==> config.mk <==
export PLATFORM = sky130hd
export DESIGN_NAME = reset_ctrl
export DESIGN_NICKNAME = d
export VERILOG_FILES = /design/src/rtl/reset_ctrl_pkg.sv /design/src/rtl/reset_ctrl_btn.sv /design/src/rtl/reset_ctrl.sv
export SDC_FILE = /design/constraint.sdc
export NUM_CORES = 1
export LEC_CHECK = 0
export CAP_MARGIN = 40
export CORE_ASPECT_RATIO = 0.75
export CORE_MARGIN = 4
export CORE_UTILIZATION = 35
export DETAILED_ROUTE_END_ITERATION = 12
export MAX_ROUTING_LAYER = met4
export PLACE_DENSITY = 0.64
export SLEW_MARGIN = 20
export SYNTH_ARGS = -nofsm -noshare
export SYNTH_HDL_FRONTEND = slang
export SYNTH_SLANG_ARGS = --single-unit
export TNS_END_PERCENT = 1
==> constraint.sdc <==
create_clock -name clk -period 1.9 [get_ports clk]
set_input_delay 0.38 -clock clk [delete_from_list [all_inputs] [get_ports clk]]
set_output_delay 0.38 -clock clk [all_outputs]
set_load 0.03 [all_outputs]
==> src/rtl/reset_ctrl_pkg.sv <==
// Shared types and constants for the board reset sequencer (reset_ctrl).
package reset_ctrl_pkg;

    typedef enum logic [1:0] {
        CAUSE_POWER  = 2'd0,
        CAUSE_BUTTON = 2'd1,
        CAUSE_TRAP   = 2'd2
    } reset_cause_t;

    typedef enum logic [1:0] {
        HOLD    = 2'd0,
        RUN     = 2'd1,
        TRAPPED = 2'd2
    } state_t;

    localparam logic [3:0] TRAP_COUNT_MAX = 4'd15;

    function automatic logic [3:0] trap_count_inc(input logic [3:0] v);
        return (v == TRAP_COUNT_MAX) ? v : v + 4'd1;
    endfunction

endpackage

==> src/rtl/reset_ctrl_btn.sv <==
// Two-flop synchroniser plus debounce counter for the active-low reset button.
module btn_debounce #(
    parameter int DEBOUNCE_CYCLES = 12500
) (
    input  logic clk,
    input  logic reset,
    input  logic btn_n,
    output logic pressed,
    output logic press
);

    localparam int CW = (DEBOUNCE_CYCLES > 1) ? $clog2(DEBOUNCE_CYCLES) : 1;
    localparam logic [CW-1:0] CNT_LAST = CW'(DEBOUNCE_CYCLES - 1);

    logic          sync1_q, sync2_q;
    logic          deb_q, deb_d;
    logic          press_q, press_d;
    logic [CW-1:0] cnt_q, cnt_d;

    // deb_q is the accepted btn_n level: 1 = released
    always_comb begin
        deb_d   = deb_q;
        cnt_d   = '0;
        press_d = 1'b0;
        if (sync2_q != deb_q) begin
            if (cnt_q == CNT_LAST) begin
                deb_d   = sync2_q;
                press_d = ~sync2_q;
            end else begin
                cnt_d = cnt_q + 1'b1;
            end
        end
    end

    always_ff @(posedge clk) begin
        if (reset) begin
            sync1_q <= 1'b1;
            sync2_q <= 1'b1;
            deb_q   <= 1'b1;
            cnt_q   <= '0;
            press_q <= 1'b0;
        end else begin
            sync1_q <= btn_n;
            sync2_q <= sync1_q;
            deb_q   <= deb_d;
            cnt_q   <= cnt_d;
            press_q <= press_d;
        end
    end

    assign pressed = ~deb_q;
    assign press   = press_q;

endmodule

==> src/rtl/reset_ctrl.sv <==
// Board reset sequencer: debounced button, stretched resets, trap halt.
// Define RESET_CTRL_TRAP_RESTART_EN to auto-restart on trap instead of halting.
module reset_ctrl
    import reset_ctrl_pkg::*;
#(
    parameter int DEBOUNCE_CYCLES = 12500,
    parameter int STRETCH_CYCLES  = 16
) (
    input  logic       clk,
    input  logic       reset,
    input  logic       btn_n,
    input  logic       trap,
    output logic       sys_reset,
    output logic       halted,
    output logic [1:0] reset_cause,
    output logic [3:0] trap_count
);

    localparam int SW = $clog2(STRETCH_CYCLES);
    localparam logic [SW-1:0] STRETCH_LAST = SW'(STRETCH_CYCLES - 1);

    logic btn_pressed, btn_press;

    btn_debounce #(
        .DEBOUNCE_CYCLES(DEBOUNCE_CYCLES)
    ) u_btn (
        .clk    (clk),
        .reset  (reset),
        .btn_n  (btn_n),
        .pressed(btn_pressed),
        .press  (btn_press)
    );

    state_t       state_q, state_d;
    logic [SW-1:0] stretch_q, stretch_d;
    reset_cause_t cause_q, cause_d;
    logic         sys_reset_q, sys_reset_d;
    logic         halted_q, halted_d;
`ifdef RESET_CTRL_TRAP_RESTART_EN
    logic [3:0]   trap_count_q, trap_count_d;
`endif

    always_comb begin
        state_d   = state_q;
        stretch_d = stretch_q;
        cause_d   = cause_q;
`ifdef RESET_CTRL_TRAP_RESTART_EN
        trap_count_d = trap_count_q;
`endif
        case (state_q)
            HOLD: begin
                if (stretch_q != STRETCH_LAST) stretch_d = stretch_q + 1'b1;
                if (stretch_q == STRETCH_LAST && !btn_pressed) state_d = RUN;
            end
            RUN: begin
                // A press outranks a trap arriving in the same cycle
                if (btn_press) begin
                    state_d   = HOLD;
                    cause_d   = CAUSE_BUTTON;
                    stretch_d = '0;
                end else if (trap) begin
                    cause_d = CAUSE_TRAP;
`ifdef RESET_CTRL_TRAP_RESTART_EN
                    state_d      = HOLD;
                    stretch_d    = '0;
                    trap_count_d = trap_count_inc(trap_count_q);
`else
                    state_d = TRAPPED;
`endif
                end
            end
            TRAPPED: begin
                if (btn_press) begin
                    state_d   = HOLD;
                    cause_d   = CAUSE_BUTTON;
                    stretch_d = '0;
                end
            end
            default: state_d = HOLD;
        endcase
        sys_reset_d = (state_d != RUN);
        halted_d    = (state_d == TRAPPED);
    end

    always_ff @(posedge clk) begin
        if (reset) begin
            state_q     <= HOLD;
            stretch_q   <= '0;
            cause_q     <= CAUSE_POWER;
            sys_reset_q <= 1'b1;
            halted_q    <= 1'b0;
`ifdef RESET_CTRL_TRAP_RESTART_EN
            trap_count_q <= 4'd0;
`endif
        end else begin
            state_q     <= state_d;
            stretch_q   <= stretch_d;
            cause_q     <= cause_d;
            sys_reset_q <= sys_reset_d;
            halted_q    <= halted_d;
`ifdef RESET_CTRL_TRAP_RESTART_EN
            trap_count_q <= trap_count_d;
`endif
        end
    end

    assign sys_reset   = sys_reset_q;
    assign halted      = halted_q;
    assign reset_cause = cause_q;
`ifdef RESET_CTRL_TRAP_RESTART_EN
    assign trap_count  = trap_count_q;
`else
    assign trap_count  = 4'd0;
`endif

endmodule

==> results.md <==
Layout:
- In the final layout, the share of cells above drive strength 1 is 14.9%.
- The repair_antennas step left the layout with diodes totalling 0.
- Summing all non-filler instances in the final layout gives an area of 0.00148 sq mm.
- From synthesis to final layout, the design area changed by 10.8%.
- The number of standard cells in the final layout excluding fillers is 200.
- The number of nets in the layout is 160.

Synth:
- The cell area after synthesis is 0.00133 sq mm.
- The sequential-to-total area share from yosys stat is 42.1%.
- Counting flops and latches in the post-synthesis netlist gives 28.
- In the synthesized netlist, the number of instances is 141.
- The main flop type after synthesis is sky130_fd_sc_hd__dfxtp_1.
- The mean post-synth cell area is 9.45 sq um.
- The count of distinct cell types in the synthesized netlist is 36.
- Yosys mapped a number of flops with a built-in enable equal to 0.
- The Yosys step of the flow raised 0 warnings.
- The proportion of synthesized flip-flops having asynchronous set or reset is 0%.

Detailed routing:
- The final routed DRC violation total is 0.
- The detail route stage leaves a number of antenna-violating nets equal to 0.
- The number of vias after detailed routing is 945.
- For this block, the initial DRC count from the detailed router was 64.
- The total iterations of the first detailed-routing run is 4.
- In the routed layout, each cell is associated on average with a via count of 4.73.
- The total length of routed wires is 2160 microns.
- After detailed routing, the average wire length per cell comes to 10.8 microns.

Critical path:
- The worst setup path is of the register to output port kind.
- On the critical path the largest part of the delay comes from buffers and inverters.
- The data arrival time of the critical path is 1.28 ns.
- The library cell contributing the largest single delay on the critical path is sky130_fd_sc_hd__clkdlybuf4s50_1.
- Walking the worst path, the cells encountered are clkdlybuf4s50_1.
- The worst path required time is 1.52 ns.
- The worst register-to-register path begins at state_q[1]$_SDFF_PP0_.
- The highest fanout seen on the critical path is 2.
- The number of buffers and inverters on the critical path is 1.
- The most critical setup path has its startpoint at reset_cause[1]$_SDFFE_PP0P_.
- STA classifies the critical path endpoint as an output port.
- On the worst path, the slowest cell contributes a delay of 0.67 ns.
- The startpoint type of the worst setup path is a register.

Clocking:
- The count of buffers added by post-CTS timing repair for setup is 0.
- The number of gates resized after CTS was 0.
- The clock passes through at most 2 buffers.
- The clock input transition at the sequential cells of the worst setup and hold paths is 0.09 ns.
- In this run the number of H-tree levels came out at 1.
- The clock drives 28 sinks.
- The root buffer cell chosen for the clock tree is sky130_fd_sc_hd__clkbuf_8.
- The CTS tree is built.
- The clock reaches the later pin of the worst-skew pair after 0.27 ns.
- The count of hold-fix buffers inserted at cts is 0.
- The number of buffers created by CTS is 3.

STA:
- Setup repair after global routing left no endpoint under its margin.
- The smallest setup slack after layout is 0.244 ns.
- The total negative setup slack is 0 ns.
- The count of endpoints failing hold in the final timing report is 0.
- After layout, the minimum clock period comes to 1.66 ns.
- The count of pins over their slew limit was 0.
- Setup violations remaining at the end of the flow were counted as 0.
- After layout, the worst path uses 87.2% of the clock period.
- For this run, the top clock speed supported by timing is 0.604 GHz.
- Across the routed clock network, the largest skew measured is 0.00163 ns.

Power and ir drop:
- The internal power consumption is 0.754 mW.
- In this run the power density over the cells is 649 mW/mm^2.
- The design draws 0.958 mW.
- Net switching is 21.3% of the power.
- The sequential share of power is 62.9%.
- In this run the static leakage power is 0.560 nW.
- The net switching power is 0.204 mW.
- The logic gate share of total power is 4.6%.
- Across the VDD grid, the largest voltage drop is 0.000265 V.
- The clock network burns 32.5% of the power.

Run:
- Max-cap violations in this run came to 0.

Placed design:
- The placement-stage worst setup slack is 0.251 ns.
- The total cell area at the placement stage is 0.00144 sq mm.
- The routability congestion estimate is 0.791.
- The instance count after placement with tap cells included is 197.
- The detailed-placement wirelength estimate is 1600 microns.
- The number of port buffers is 7.

GRT:
- Entering global routing, the biggest net connects 15 pins.
- The first-pass GRT wire length is 3780 microns.
- The number of antenna violations at the first check in global routing was 0.
- Global routing used 10.0% of the available tracks across all layers.
- The number of global-route vias before repair is 869.
- Summed over all layers, the global routing overflow is 0.

Floorplanning:
- The floorplan core area is 0.00366 sq mm.
- The starting utilization of the core area is 36.4%.
- The die is 79.3 microns wide.
- The number of cell rows is 19.
- The die span in y is 61.4 microns.
- The number of placed I/O pins is 12.
- The area of the die is 0.00487 sq mm.

Hold path:
- The worst hold path startpoint is u_btn.sync1_q$_SDFF_PP1_.
- The worst min-delay path class is register to register.

Status:
- The run finished with clean final reports.
-- cells by family after synthesis --
kind of cell | count (synthesis) | share of synthesized area, %
buf+inv | 14 | 6.10
simple gates | 60 | 27.6
xor+xnor | 13 | 8.54
fa+ha+maj | 6 | 5.63
other cells | 1 | 0.281
flops | 28 | 42.1
compound gates | 17 | 8.26
mux | 2 | 1.50
-- routing by layer --
layer	part of all wire, %	GRT usage [%]	wire, microns	vias to the layer above
met5	0	-	0	-
met4	0.88	4.41	19	0
met1	54	12.9	1160	426
li1	-	-	-	495
met2	43	16.3	922	21
met3	2.7	0.877	59	3
-- power groups by stage --
stage | Clock [mW] | Combinational, mW | Sequential [mW]
global placement | 0 | 0.0438 | 0.615
floorplan | 0 | 0.0401 | 0.614
detailed placement | 0 | 0.0446 | 0.616
finish | 0.311 | 0.0444 | 0.602
global route | 0.341 | 0.0505 | 0.605
CTS | 0.322 | 0.0448 | 0.602
-- cell usage in the layout, fill, tap and decap left out, types with 4 or more instances in the layout --
master	count
sky130_fd_sc_hd__conb_1	4
sky130_fd_sc_hd__clkdlybuf4s50_1	7
sky130_fd_sc_hd__ha_1	6
sky130_fd_sc_hd__o21ai_0	5
sky130_fd_sc_hd__nor2_1	11
sky130_fd_sc_hd__nand2_1	4
sky130_fd_sc_hd__xor2_1	11
sky130_fd_sc_hd__a21oi_1	5
sky130_fd_sc_hd__inv_1	6
sky130_fd_sc_hd__nand4_1	6
sky130_fd_sc_hd__and2_1	4
sky130_fd_sc_hd__dfxtp_1	28
sky130_fd_sc_hd__nand3_1	5
sky130_fd_sc_hd__nor2_2	10
-- through the flow --
stage	hold slack (ns)	utilization, %
after floorplan	0.389	-
after global routing	0.465	40.3
after CTS	0.422	40.3
after detailed placement	0.399	39.2
final	0.418	40.3
after global placement	0.392	39.2
-- path summary, 6_finish.rpt --
check | cells after the start | endpoint | slack (ns)
setup / recovery | 1 | reset_cause[1] | 0.24
hold / removal | 1 | u_btn.sync2_q$_SDFF_PP1_ | 0.42
setup reg to reg | 5 | stretch_q[1]$_SDFFE_PP0P_ | 0.25
hold reg to reg | 1 | u_btn.sync2_q$_SDFF_PP1_ | 0.42
-- registers in the layout (all words and copies together), names as in the netlist --
signal / count
sys_reset: 1
u_btn.sync2_q: 1
reset_cause: 2
state_q: 2
stretch_q: 4
u_btn.deb_q: 1
u_btn.sync1_q: 1
halted: 1
u_btn.press: 1
u_btn.cnt_q: 14
-- Yosys cell counts (4+ instances only) --
cell type / number / area [sq um]
sky130_fd_sc_hd__buf_4: 4 / 30.0
sky130_fd_sc_hd__nand4_1: 6 / 37.5
sky130_fd_sc_hd__and2_1: 4 / 25.0
sky130_fd_sc_hd__nand2_1: 4 / 15.0
sky130_fd_sc_hd__inv_1: 6 / 22.5
sky130_fd_sc_hd__o21ai_0: 5 / 25.0
sky130_fd_sc_hd__nand3_1: 5 / 25.0
sky130_fd_sc_hd__ha_1: 6 / 75.1
sky130_fd_sc_hd__nor2_1: 11 / 41.3
sky130_fd_sc_hd__a21oi_1: 5 / 25.0
sky130_fd_sc_hd__nor2_2: 10 / 62.6
sky130_fd_sc_hd__dfxtp_1: 28 / 561
sky130_fd_sc_hd__xor2_1: 11 / 96.3
-- cell type report --
cell class / count / area [sq um]
fill: 374 / 2180
sequential: 28 / 561
tap: 52 / 65.1
multi-input combinational: 102 / 702
inverter: 6 / 22.5
timing repair buffer: 9 / 85.1
clock buffer: 3 / 41.3
No activity file was read; power rests on OpenSTA's default activity.
